File: config.mk
export PLATFORM = sky130hd
export DESIGN_NAME = bcd_time_keeper
export DESIGN_NICKNAME = d
export VERILOG_FILES = /design/src/rtl/bcd_time_keeper.sv
export SDC_FILE = /design/constraint.sdc
export NUM_CORES = 1
export LEC_CHECK = 0
export ABC_AREA = 0
export BUFFER_PORTS_ARGS = -buffer_cell sky130_fd_sc_hd__buf_4
export CORE_MARGIN = 3
export CORE_UTILIZATION = 40
export CTS_CLUSTER_DIAMETER = 80
export CTS_CLUSTER_SIZE = 14
export DETAILED_ROUTE_END_ITERATION = 12
export PLACE_DENSITY_LB_ADDON = 0.15
export SYNTH_ARGS = -nofsm -noshare
export SYNTH_HDL_FRONTEND = slang
export SYNTH_SLANG_ARGS = --single-unit
export TNS_END_PERCENT = 10
File: constraint.sdc
create_clock -name clk -period 7.6 [get_ports clk]
set_input_delay 0.76 -clock clk [delete_from_list [all_inputs] [get_ports clk]]
set_output_delay 0.76 -clock clk [all_outputs]
set_load 0.03 [all_outputs]
File: src/rtl/bcd_time_keeper.sv
// -----------------------------------------------------------------------------
// bcd_time_keeper
//   hh:mm:ss BCD timekeeper with an internal 1 s prescaler, up/down counting
//   with carry/borrow, validated time load, per-field adjust strobes, a 12h/24h
//   display view and a day-wrap pulse.
//
// Parameters
//   CLK_DIV   clk cycles per 1 s tick (>= 2)
//
// Ports
//   clk       system clock, rising edge
//   rst       asynchronous, active-low reset
//   en        1 = prescaler runs, 0 = time and prescaler frozen
//   up_down   1 = count up, 0 = count down (ticks and adjust strobes)
//   mode_12h  1 = disp_bcd in 12h format, 0 = 24h
//   load      1-cycle strobe: load load_bcd (24h packing)
//   load_bcd  {Ht[1:0],Hu[3:0],Mt[2:0],Mu[3:0],St[2:0],Su[3:0]}
//   adj_min   1-cycle strobe: step minutes, no carry into hours
//   adj_hour  1-cycle strobe: step hours
//   time_bcd  current time, 24h, same packing as load_bcd
//   disp_bcd  display time (24h or 12h), same packing
//   pm        1 when hours >= 12
//   sec_tick  1-cycle pulse on each applied 1 s tick
//   day_wrap  1-cycle pulse when a tick wraps the day in either direction
//   load_err  1-cycle pulse when a load is rejected
// -----------------------------------------------------------------------------
module bcd_time_keeper #(
   parameter int CLK_DIV = 100_000_000
) (
   input  logic        clk,
   input  logic        rst,
   input  logic        en,
   input  logic        up_down,
   input  logic        mode_12h,
   input  logic        load,
   input  logic [19:0] load_bcd,
   input  logic        adj_min,
   input  logic        adj_hour,
   output logic [19:0] time_bcd,
   output logic [19:0] disp_bcd,
   output logic        pm,
   output logic        sec_tick,
   output logic        day_wrap,
   output logic        load_err
);

   localparam int DIV_W = (CLK_DIV > 1) ? $clog2(CLK_DIV) : 1;
   localparam logic [DIV_W-1:0] DIV_MAX = DIV_W'(CLK_DIV - 1);

   // Step a 00..59 field (tens 0..5, units 0..9). Returns {wrap, tens, units};
   // wrap is set when 59->00 (up) or 00->59 (down).
   function automatic logic [7:0] step60(input logic [2:0] t, input logic [3:0] u,
                                         input logic up);
      logic [2:0] tn;
      logic [3:0] un;
      logic       w;
      tn = t;
      un = u;
      w  = 1'b0;
      if (up) begin
         if (u == 4'd9) begin
            un = 4'd0;
            if (t == 3'd5) begin
               tn = 3'd0;
               w  = 1'b1;
            end else begin
               tn = t + 3'd1;
            end
         end else begin
            un = u + 4'd1;
         end
      end else begin
         if (u == 4'd0) begin
            un = 4'd9;
            if (t == 3'd0) begin
               tn = 3'd5;
               w  = 1'b1;
            end else begin
               tn = t - 3'd1;
            end
         end else begin
            un = u - 4'd1;
         end
      end
      return {w, tn, un};
   endfunction

   // Step the 00..23 hour field. Units wrap at 9, or at 3 when tens is 2.
   // Returns {wrap, tens, units}.
   function automatic logic [6:0] step24(input logic [1:0] t, input logic [3:0] u,
                                         input logic up);
      logic [1:0] tn;
      logic [3:0] un;
      logic       w;
      tn = t;
      un = u;
      w  = 1'b0;
      if (up) begin
         if (t == 2'd2 && u == 4'd3) begin
            tn = 2'd0;
            un = 4'd0;
            w  = 1'b1;
         end else if (u == 4'd9) begin
            un = 4'd0;
            tn = t + 2'd1;
         end else begin
            un = u + 4'd1;
         end
      end else begin
         if (t == 2'd0 && u == 4'd0) begin
            tn = 2'd2;
            un = 4'd3;
            w  = 1'b1;
         end else if (u == 4'd0) begin
            un = 4'd9;
            tn = t - 2'd1;
         end else begin
            un = u - 4'd1;
         end
      end
      return {w, tn, un};
   endfunction

   logic [19:0]      time_reg, time_next;
   logic [19:0]      disp_reg, disp_next;
   logic [DIV_W-1:0] div_reg, div_next;
   logic             pm_reg, pm_next;
   logic             tick_reg, tick_next;
   logic             wrap_reg, wrap_next;
   logic             err_reg, err_next;

   logic [7:0] sec_step;
   logic [7:0] min_step;
   logic [6:0] hour_step;
   logic       load_ok;

   assign sec_step  = step60(time_reg[6:4],   time_reg[3:0],   up_down);
   assign min_step  = step60(time_reg[13:11], time_reg[10:7],  up_down);
   assign hour_step = step24(time_reg[19:18], time_reg[17:14], up_down);

   assign load_ok = (load_bcd[19:18] <= 2'd2) &&
                    (load_bcd[17:14] <= 4'd9) &&
                    !((load_bcd[19:18] == 2'd2) && (load_bcd[17:14] > 4'd3)) &&
                    (load_bcd[13:11] <= 3'd5) &&
                    (load_bcd[10:7]  <= 4'd9) &&
                    (load_bcd[6:4]   <= 3'd5) &&
                    (load_bcd[3:0]   <= 4'd9);

   // Next-state time and prescaler. load beats the adjust strobes, which beat
   // the tick; a lower-priority event in the same cycle is simply dropped.
   always_comb begin
      time_next = time_reg;
      div_next  = div_reg;
      tick_next = 1'b0;
      wrap_next = 1'b0;
      err_next  = 1'b0;
      if (load) begin
         if (load_ok) begin
            time_next = load_bcd;
            div_next  = '0;
         end else begin
            err_next  = 1'b1;
         end
      end else if (adj_min || adj_hour) begin
         div_next        = '0;
         time_next[6:0]  = 7'd0;
         if (adj_min) begin
            time_next[13:7] = min_step[6:0];
         end
         if (adj_hour) begin
            time_next[19:14] = hour_step[5:0];
         end
      end else if (en) begin
         if (div_reg == DIV_MAX) begin
            div_next       = '0;
            tick_next      = 1'b1;
            time_next[6:0] = sec_step[6:0];
            if (sec_step[7]) begin
               time_next[13:7] = min_step[6:0];
               if (min_step[7]) begin
                  time_next[19:14] = hour_step[5:0];
                  wrap_next        = hour_step[6];
               end
            end
         end else begin
            div_next = div_reg + DIV_W'(1);
         end
      end
   end

   // Display view derived from next-state time so it updates on the same edge
   // as time_bcd. 12h hours: 00->12, 13..19 -> 01..07, 20..23 -> 08..11.
   always_comb begin
      disp_next = time_next;
      pm_next   = (time_next[19:18] == 2'd2) ||
                  ((time_next[19:18] == 2'd1) && (time_next[17:14] >= 4'd2));
      if (mode_12h) begin
         if (time_next[19:18] == 2'd0 && time_next[17:14] == 4'd0) begin
            disp_next[19:14] = {2'd1, 4'd2};
         end else if (time_next[19:18] == 2'd1 && time_next[17:14] >= 4'd3) begin
            disp_next[19:14] = {2'd0, time_next[17:14] - 4'd2};
         end else if (time_next[19:18] == 2'd2) begin
            if (time_next[17:14] <= 4'd1) begin
               disp_next[19:14] = {2'd0, time_next[17:14] + 4'd8};
            end else begin
               disp_next[19:14] = {2'd1, time_next[17:14] - 4'd2};
            end
         end
      end
   end

   always_ff @(posedge clk or negedge rst) begin
      if (!rst) begin
         time_reg <= '0;
         disp_reg <= '0;
         div_reg  <= '0;
         pm_reg   <= 1'b0;
         tick_reg <= 1'b0;
         wrap_reg <= 1'b0;
         err_reg  <= 1'b0;
      end else begin
         time_reg <= time_next;
         disp_reg <= disp_next;
         div_reg  <= div_next;
         pm_reg   <= pm_next;
         tick_reg <= tick_next;
         wrap_reg <= wrap_next;
         err_reg  <= err_next;
      end
   end

   assign time_bcd = time_reg;
   assign disp_bcd = disp_reg;
   assign pm       = pm_reg;
   assign sec_tick = tick_reg;
   assign day_wrap = wrap_reg;
   assign load_err = err_reg;

endmodule

==> results.py, run 1 <==
metrics = {
    "sta": {
        "setup_tns_ns": 0,
        "max_clock_freq_ghz": 0.278,
        "layout_min_cycle_time_ns": 3.59,
        "skew_ns": 0.0127,
        "worstMarginPinSlew_ns": 1.01,
        "maxSlewHeadroom": 0.323,
        "drv_slew": 0,
        "setup_viol": 0,
        "post-route-period-util": 0.473,
        "rsz0062_at_grt": "no",
        "hold_viol": 0,
    },
    "synthesis": {
        "synth_warnings": 0,
        "syn-mean-instance-area_sq_um": 8.13,
        "synth_area_sq_um": 4080,
        "synth-async-reset-ratio": 1.00,
        "synth.net_count": 540,
        "synth.distinct_cells": 67,
        "yosysSeqAreaShare": 0.350,
        "ys_ff_latch": 57,
        "netlist_instances": 502,
        "ys.flop_type": "dfrtp_1",
        "synth_edf_count": 0,
    },
    "drt": {
        "drc_errors": 0,
        "routed_via_density": 5.67,
        "wl_per_cell_um": 15.6,
        "routed_wirelength_um": 10700,
        "vias": 3904,
        "ant_nets": 0,
        "drt-pass1-iter-count": 4,
        "drt_iter0_drc": 235,
    },
    "run": {
        "drv_cap": 0,
    },
    "layout": {
        "largest_reg_flops": 27,
        "fillers": 944,
        "n_antenna_cell": 0,
        "nets": 588,
        "drive_above_1_share": 0.186,
        "area_growth_pct": 17.3,
    },
    "pwr": {
        "clkPwrFrac": 0.224,
        "p_int_uw": 672,
        "power_frac_comb": 0.427,
        "power.total_uw": 1170,
        "powerDensity_nw_per_um2": 244,
        "switching_share": 0.424,
        "ir_drop_v": 0.000137,
        "power_leakage_uw": 0.00206,
        "pwr-share-seq": 0.349,
        "switchingPower_uw": 495,
    },
    "floorplan": {
        "initial_core_util": 0.413,
        "ios": 72,
        "dieArea_sq_um": 11400,
        "fp.dieH_um": 107,
        "core_sq_um": 9860,
        "fp-row-count": 36,
        "die_w_um": 107,
    },
    "clock_tree": {
        "clkTransAtPathRegs_ns": 0.07,
        "clk_latency_ns": 0.34,
        "ctsResizeCount": 0,
        "htree_levels": 3,
        "cts-buffers-inserted": 9,
        "cts-root-buf": "clkbuf_8",
        "cts_buffer_depth": 2,
        "cts_hold_buf": 0,
        "post_cts_buffers": 0,
        "cts_tree": "yes",
        "cts.sinks": 57,
    },
    "critical_path": {
        "cpMaxStageDelayCell": "or4_1",
        "cp-start-kind": "flop",
        "critical_path.max_stage_delay_ns": 0.60,
        "worst-path-buf-inv": 2,
        "required_ns": 7.85,
        "critPathTopFamily": "compound AO/OA/AOI/OAI gates",
        "cp_max_fo": 9,
        "crit_chain": "inv_1 > ha_1 > nor3b_1 > a2bb2oi_1 > or4_1 > o31ai_1 > a211o_1 > inv_1 > ha_1 > and3_1 > a31o_2 > a21oi_1",
        "cp-end-kind": "flop",
        "arrival_ns": 3.84,
        "worstSetupPathType": "reg2reg",
    },
    "placement": {
        "portBuffers": 71,
        "gp_congestion": 0.825,
        "place_hpwl_um": 7820,
    },
    "grt": {
        "grt_max_degree": 58,
        "gr-total-overflow": 0,
        "grt_pass1_wl_um": 18000,
        "first_global_vias": 3699,
        "antenna_found_initial": 0,
        "grt_usage": 0.195,
    },
    "status": {
        "status": "finished, final reports clean",
    },
    "min_path": {
        "hold_path_class": "in2async",
    },
}
[cell type report]
| class | instances | area (sq um) | share of cell area |
|---|---|---|---|
| multi-input cells | 381 | 2350 | 0.491 |
| flip-flops and latches | 57 | 1430 | 0.298 |
| repair buffers | 75 | 563 | 0.118 |
| well taps | 133 | 166 | 0.0348 |
| clock buffers | 11 | 151 | 0.0316 |
| inverters | 26 | 97.6 | 0.0204 |
| clock inverters | 5 | 30.0 | 0.00627 |
[power by group through the flow]
stage	clock [uW]	sequential, uW	combinational [uW]
after floorplan	0	459	306
after detailed placement	0	410	498
after CTS	268	406	499
final	262	408	498
after global routing	283	417	547
after global placement	0	409	494
[metrics by stage]
| stage | utilization | cells | setup slack [ns] | hold WS (ns) | instance area [sq um] |
|---|---|---|---|---|---|
| 3_3_place_gp | 0.467 | 672 | 3.71 | 0.505 | 4600 |
| 5_1_grt | 0.485 | 688 | 3.70 | 0.524 | 4790 |
| 6_report | 0.485 | 688 | 4.01 | 0.467 | 4790 |
| 2_1_floorplan | - | 502 | 4.30 | 0.464 | 4080 |
| 3_5_place_dp | 0.467 | 672 | 3.65 | 0.514 | 4600 |
| 4_1_cts | 0.485 | 688 | 3.98 | 0.513 | 4790 |
[cells in the final DEF, fill, tap and decap left out, types with 3 or more instances in the layout]
cell	Yosys	final
a211oi_1	6	6
clkinv_2	0	3
nor3b_1	5	5
dfrtp_1	57	57
o31ai_1	9	9
nor2b_1	8	8
a21o_1	6	6
a21oi_1	36	36
nand4_1	8	8
nor4b_1	3	3
a221o_1	8	8
nand2_1	43	43
or2_2	4	4
a2bb2oi_1	4	4
xor2_1	13	13
buf_4	15	75
o21ai_0	35	35
clkbuf_8	0	11
nand2b_1	6	6
nor4_1	5	5
nand3_1	20	20
inv_1	25	25
a22oi_1	3	3
a31oi_1	6	6
nor3_1	11	11
xnor2_1	6	6
and3_1	6	6
nor2_1	56	56
nand3b_1	3	3
o22ai_1	5	5
o21bai_1	3	3
and2_1	4	4
ha_1	10	10
or3_1	6	6
o211ai_1	4	4
[synth_stat cells, drive strengths merged, types with 2 or more instances]
cell      n  area (sq um)
a211oi    6          45.0
nor3     11          55.1
and2      4          25.0
dfrtp    57          1430
o211ai    6          55.1
xor2     13           114
or3b      2          17.5
or3       6          37.5
nand3b    3          22.5
and3      6          37.5
a221o     8          80.1
buf      23           148
o221ai    2          17.5
a2bb2oi   4          35.0
nand2    43           161
or4       3          26.3
a221oi    2          23.8
o31a      2          17.5
o21ai    36           180
nor2b     8          50.1
clkbuf   15          56.3
xnor2     6          52.6
a21oi    36           180
o21a      2          15.0
o311ai    3          26.3
or2       4          25.0
nand2b    6          37.5
ha       10           125
nor2     56           210
a21o      6          45.0
o31ai     9          67.6
o22ai     5          31.3
o21bai    3          22.5
nand3    20           100
nor4bb    2          20.0
nor4      5          31.3
a311oi    2          17.5
nor4b     3          26.3
nor3b     5          37.5
nand4     9          62.6
a22oi     3          22.5
or4b      2          20.0
inv      25          93.8
a31oi     6          37.5
[metal layers]
metal	global-route usage	vias to the layer above	routed length, um	share of wire
li1	-	1919	-	-
met1	0.270	1853	4990	0.47
met2	0.309	122	4970	0.46
met3	0.0446	10	659	0.061
met4	0.0493	0	104	0.0097
met5	0	-	0	0
[final timing paths]
path                                         start                        to  slack (ns)  cells past startpoint
setup reg to reg           disp_bcd[8]$_DFFE_PN0P_    disp_bcd[17]$_DFF_PN0_        4.01                     12
setup / recovery           disp_bcd[8]$_DFFE_PN0P_    disp_bcd[17]$_DFF_PN0_        4.01                     12
min in group clk            div_reg[3]$_DFFE_PN0P_    div_reg[3]$_DFFE_PN0P_        0.53                      1
hold / removal                                 rst  disp_bcd[11]$_DFFE_PN0P_        0.47                      1
max in group asynchronous                      rst    disp_bcd[16]$_DFF_PN0_        6.62                      1
hold reg to reg             div_reg[3]$_DFFE_PN0P_    div_reg[3]$_DFFE_PN0P_        0.53                      1
[cell families after synthesis]
| kind of cell | Yosys count | share of synthesized area |
|---|---|---|
| AO/OA/AOI/OAI | 149 | 0.244 |
| XOR/XNOR | 19 | 0.0408 |
| adder cells (fa/ha/maj) | 10 | 0.0307 |
| buffers and inverters | 64 | 0.0739 |
| flip-flops | 57 | 0.350 |
| multiplexers | 1 | 0.00552 |
| AND/OR/NAND/NOR | 202 | 0.255 |
(Power assumes the default switching activity.)
==> inputs of run 2 (changes only) <==
==> constraint.sdc (replaced) <==
create_clock -name clk -period 3.4 [get_ports clk]
set_input_delay 0.34 -clock clk [delete_from_list [all_inputs] [get_ports clk]]
set_output_delay 0.34 -clock clk [all_outputs]
set_load 0.03 [all_outputs]
==> results.py, run 2 (synthesis results as in run 1) <==
metrics = {
    "status": {
        "status": "finished, final reports clean",
    },
    "critical_path": {
        "arrival_ns": 3.41,
        "worst-path-buf-inv": 1,
        "critical_path.max_stage_delay_ns": 0.50,
        "rrSetupSlack_ns": 0.24,
        "required_ns": 3.66,
        "crit_chain": "inv_1 > ha_1 > nor3b_1 > a2bb2oi_1 > or4_4 > o31a_1 > a221o_1 > a211oi_1 > o2bb2ai_1 > o22ai_1",
        "cp-start-kind": "flop",
        "reg2reg_to": "disp_bcd[15]$_DFF_PN0_",
        "cp-end-kind": "flop",
        "critPathTopFamily": "compound AO/OA/AOI/OAI gates",
        "cp_max_fo": 9,
        "cpMaxStageDelayCell": "or4_4",
        "r2r_cells": 10,
        "r2r_start": "disp_bcd[7]$_DFFE_PN0P_",
        "worstSetupPathType": "reg2reg",
    },
    "layout": {
        "fillers": 974,
        "final_cell_mix": "88 x buf_4, 57 x dfrtp_1, 56 x nor2_1",
        "design_area_sq_um": 4880,
        "final_common_cell": "buf_4",
        "largest_reg_flops": 27,
        "fin_util": 0.495,
        "seq_area_sq_um": 1430,
        "n_antenna_cell": 0,
        "nets": 601,
        "area_growth_pct": 19.6,
        "multiInputGateArea_sq_um": 2370,
        "layoutNonFillerInstCount": 700,
        "drive_above_1_share": 0.208,
    },
    "grt": {
        "met3_usage": 0.0494,
        "grt_max_degree": 58,
        "antenna_found_initial": 0,
        "gr-total-overflow": 0,
        "met2_usage": 0.308,
        "grt_util_met1": 0.272,
        "first_global_vias": 3558,
        "grt_usage": 0.195,
        "grt_pass1_wl_um": 17900,
        "busiest_layer": "met2",
    },
    "min_path": {
        "hold_path_class": "in2async",
    },
    "pwr": {
        "power.total_uw": 2620,
        "power_frac_comb": 0.451,
        "p_int_uw": 1510,
        "power_leakage_uw": 0.00213,
        "pwr-share-seq": 0.341,
        "switchingPower_uw": 1110,
        "clkPwrFrac": 0.208,
        "ir_drop_v": 0.000325,
        "switching_share": 0.423,
        "powerDensity_nw_per_um2": 536,
    },
    "floorplan": {
        "ios": 72,
        "core_sq_um": 9860,
        "initial_core_util": 0.413,
        "fp-row-count": 36,
        "dieArea_sq_um": 11400,
        "die_w_um": 107,
        "fp.dieH_um": 107,
    },
    "drt": {
        "routed_wirelength_um": 10900,
        "drc_errors": 0,
        "drt_iter0_drc": 218,
        "drt-pass1-iter-count": 5,
        "ant_nets": 0,
        "vias": 3925,
        "routed_via_density": 5.61,
        "wl_per_cell_um": 15.6,
    },
    "sta": {
        "drv_slew": 0,
        "setup_viol": 0,
        "max_clock_freq_ghz": 0.317,
        "fin_hold_ws_ns": 0.0508,
        "post-route-period-util": 0.929,
        "maxSlewHeadroom": 0.495,
        "layout_min_cycle_time_ns": 3.16,
        "hold_viol": 0,
        "worstMarginPinSlew_ns": 0.757,
        "skew_ns": 0.00928,
    },
    "clock_tree": {
        "cts_tree": "yes",
        "cts-buffers-inserted": 9,
        "htree_levels": 3,
        "cts_hold_buf": 0,
        "cts_buffer_depth": 2,
        "cts.sinks": 57,
        "clk_latency_ns": 0.34,
        "clkTransAtPathRegs_ns": 0.06,
        "cts-root-buf": "clkbuf_8",
    },
    "run": {
        "drv_cap": 0,
    },
    "placement": {
        "dp.cells": 685,
        "place_hpwl_um": 8020,
        "gp_congestion": 0.876,
        "post_dp_cell_area_sq_um": 4700,
        "portBuffers": 71,
    },
}
==> run 2: layer usage <==
metal	up-vias	routed length, um
met2	110	5000
met4	0	92
met1	1856	5240
li1	1948	-
met5	-	0
met3	11	582
==> run 2: worst max-delay path by stage <==
stage	start	to	slack, ns	cells after the start
finish	disp_bcd[7]$_DFFE_PN0P_	disp_bcd[15]$_DFF_PN0_	0.24	10
global route	disp_bcd[7]$_DFFE_PN0P_	disp_bcd[15]$_DFF_PN0_	-0.006	10
CTS	disp_bcd[7]$_DFFE_PN0P_	disp_bcd[16]$_DFF_PN0_	0.12	10
detailed placement	disp_bcd[7]$_DFFE_PN0P_	disp_bcd[16]$_DFF_PN0_	0.12	10
global placement	disp_bcd[7]$_DFFE_PN0P_	disp_bcd[17]$_DFF_PN0_	0.26	11
floorplan	disp_bcd[8]$_DFFE_PN0P_	disp_bcd[17]$_DFF_PN0_	0.18	13
==> run 2: power by group through the flow <==
stage	registers (uW)	clock network, uW	logic [uW]
finish	892	544	1180
global route	910	590	1290
CTS	892	563	1180
detailed placement	901	0	1170
global placement	903	0	1160
floorplan	1030	0	683
==> run 2: worst reg2reg max path, stage by stage (launching register included) <==
cell       delay (ns)
dfrtp_1          0.47
inv_1            0.10
ha_1             0.20
nor3b_1          0.26
a2bb2oi_1        0.15
or4_4            0.50
o31a_1           0.34
a221o_1          0.44
a211oi_1         0.32
o2bb2ai_1        0.13
o22ai_1          0.17
==> run 2: repair_timing <==
action	in CTS	in global routing
gates resized for setup	0	4
setup buffers	0	0
endpoints found under the setup margin	0	4
==> run 2: area by class of cell <==
class,instances,area share
inverter,26,0.0200
tap,133,0.0341
clock buffer,11,0.0290
clock inverter,4,0.00410
multi-input combinational,381,0.485
sequential,57,0.292
timing repair buffer,88,0.135
==> run 2: metrics by stage <==
stage,worst slack [ns],TNS [ns]
after global placement,0.262,0
after floorplan,0.176,0
after global routing,-0.00609,-0.00609
final,0.242,0
after detailed placement,0.121,0
after CTS,0.124,0
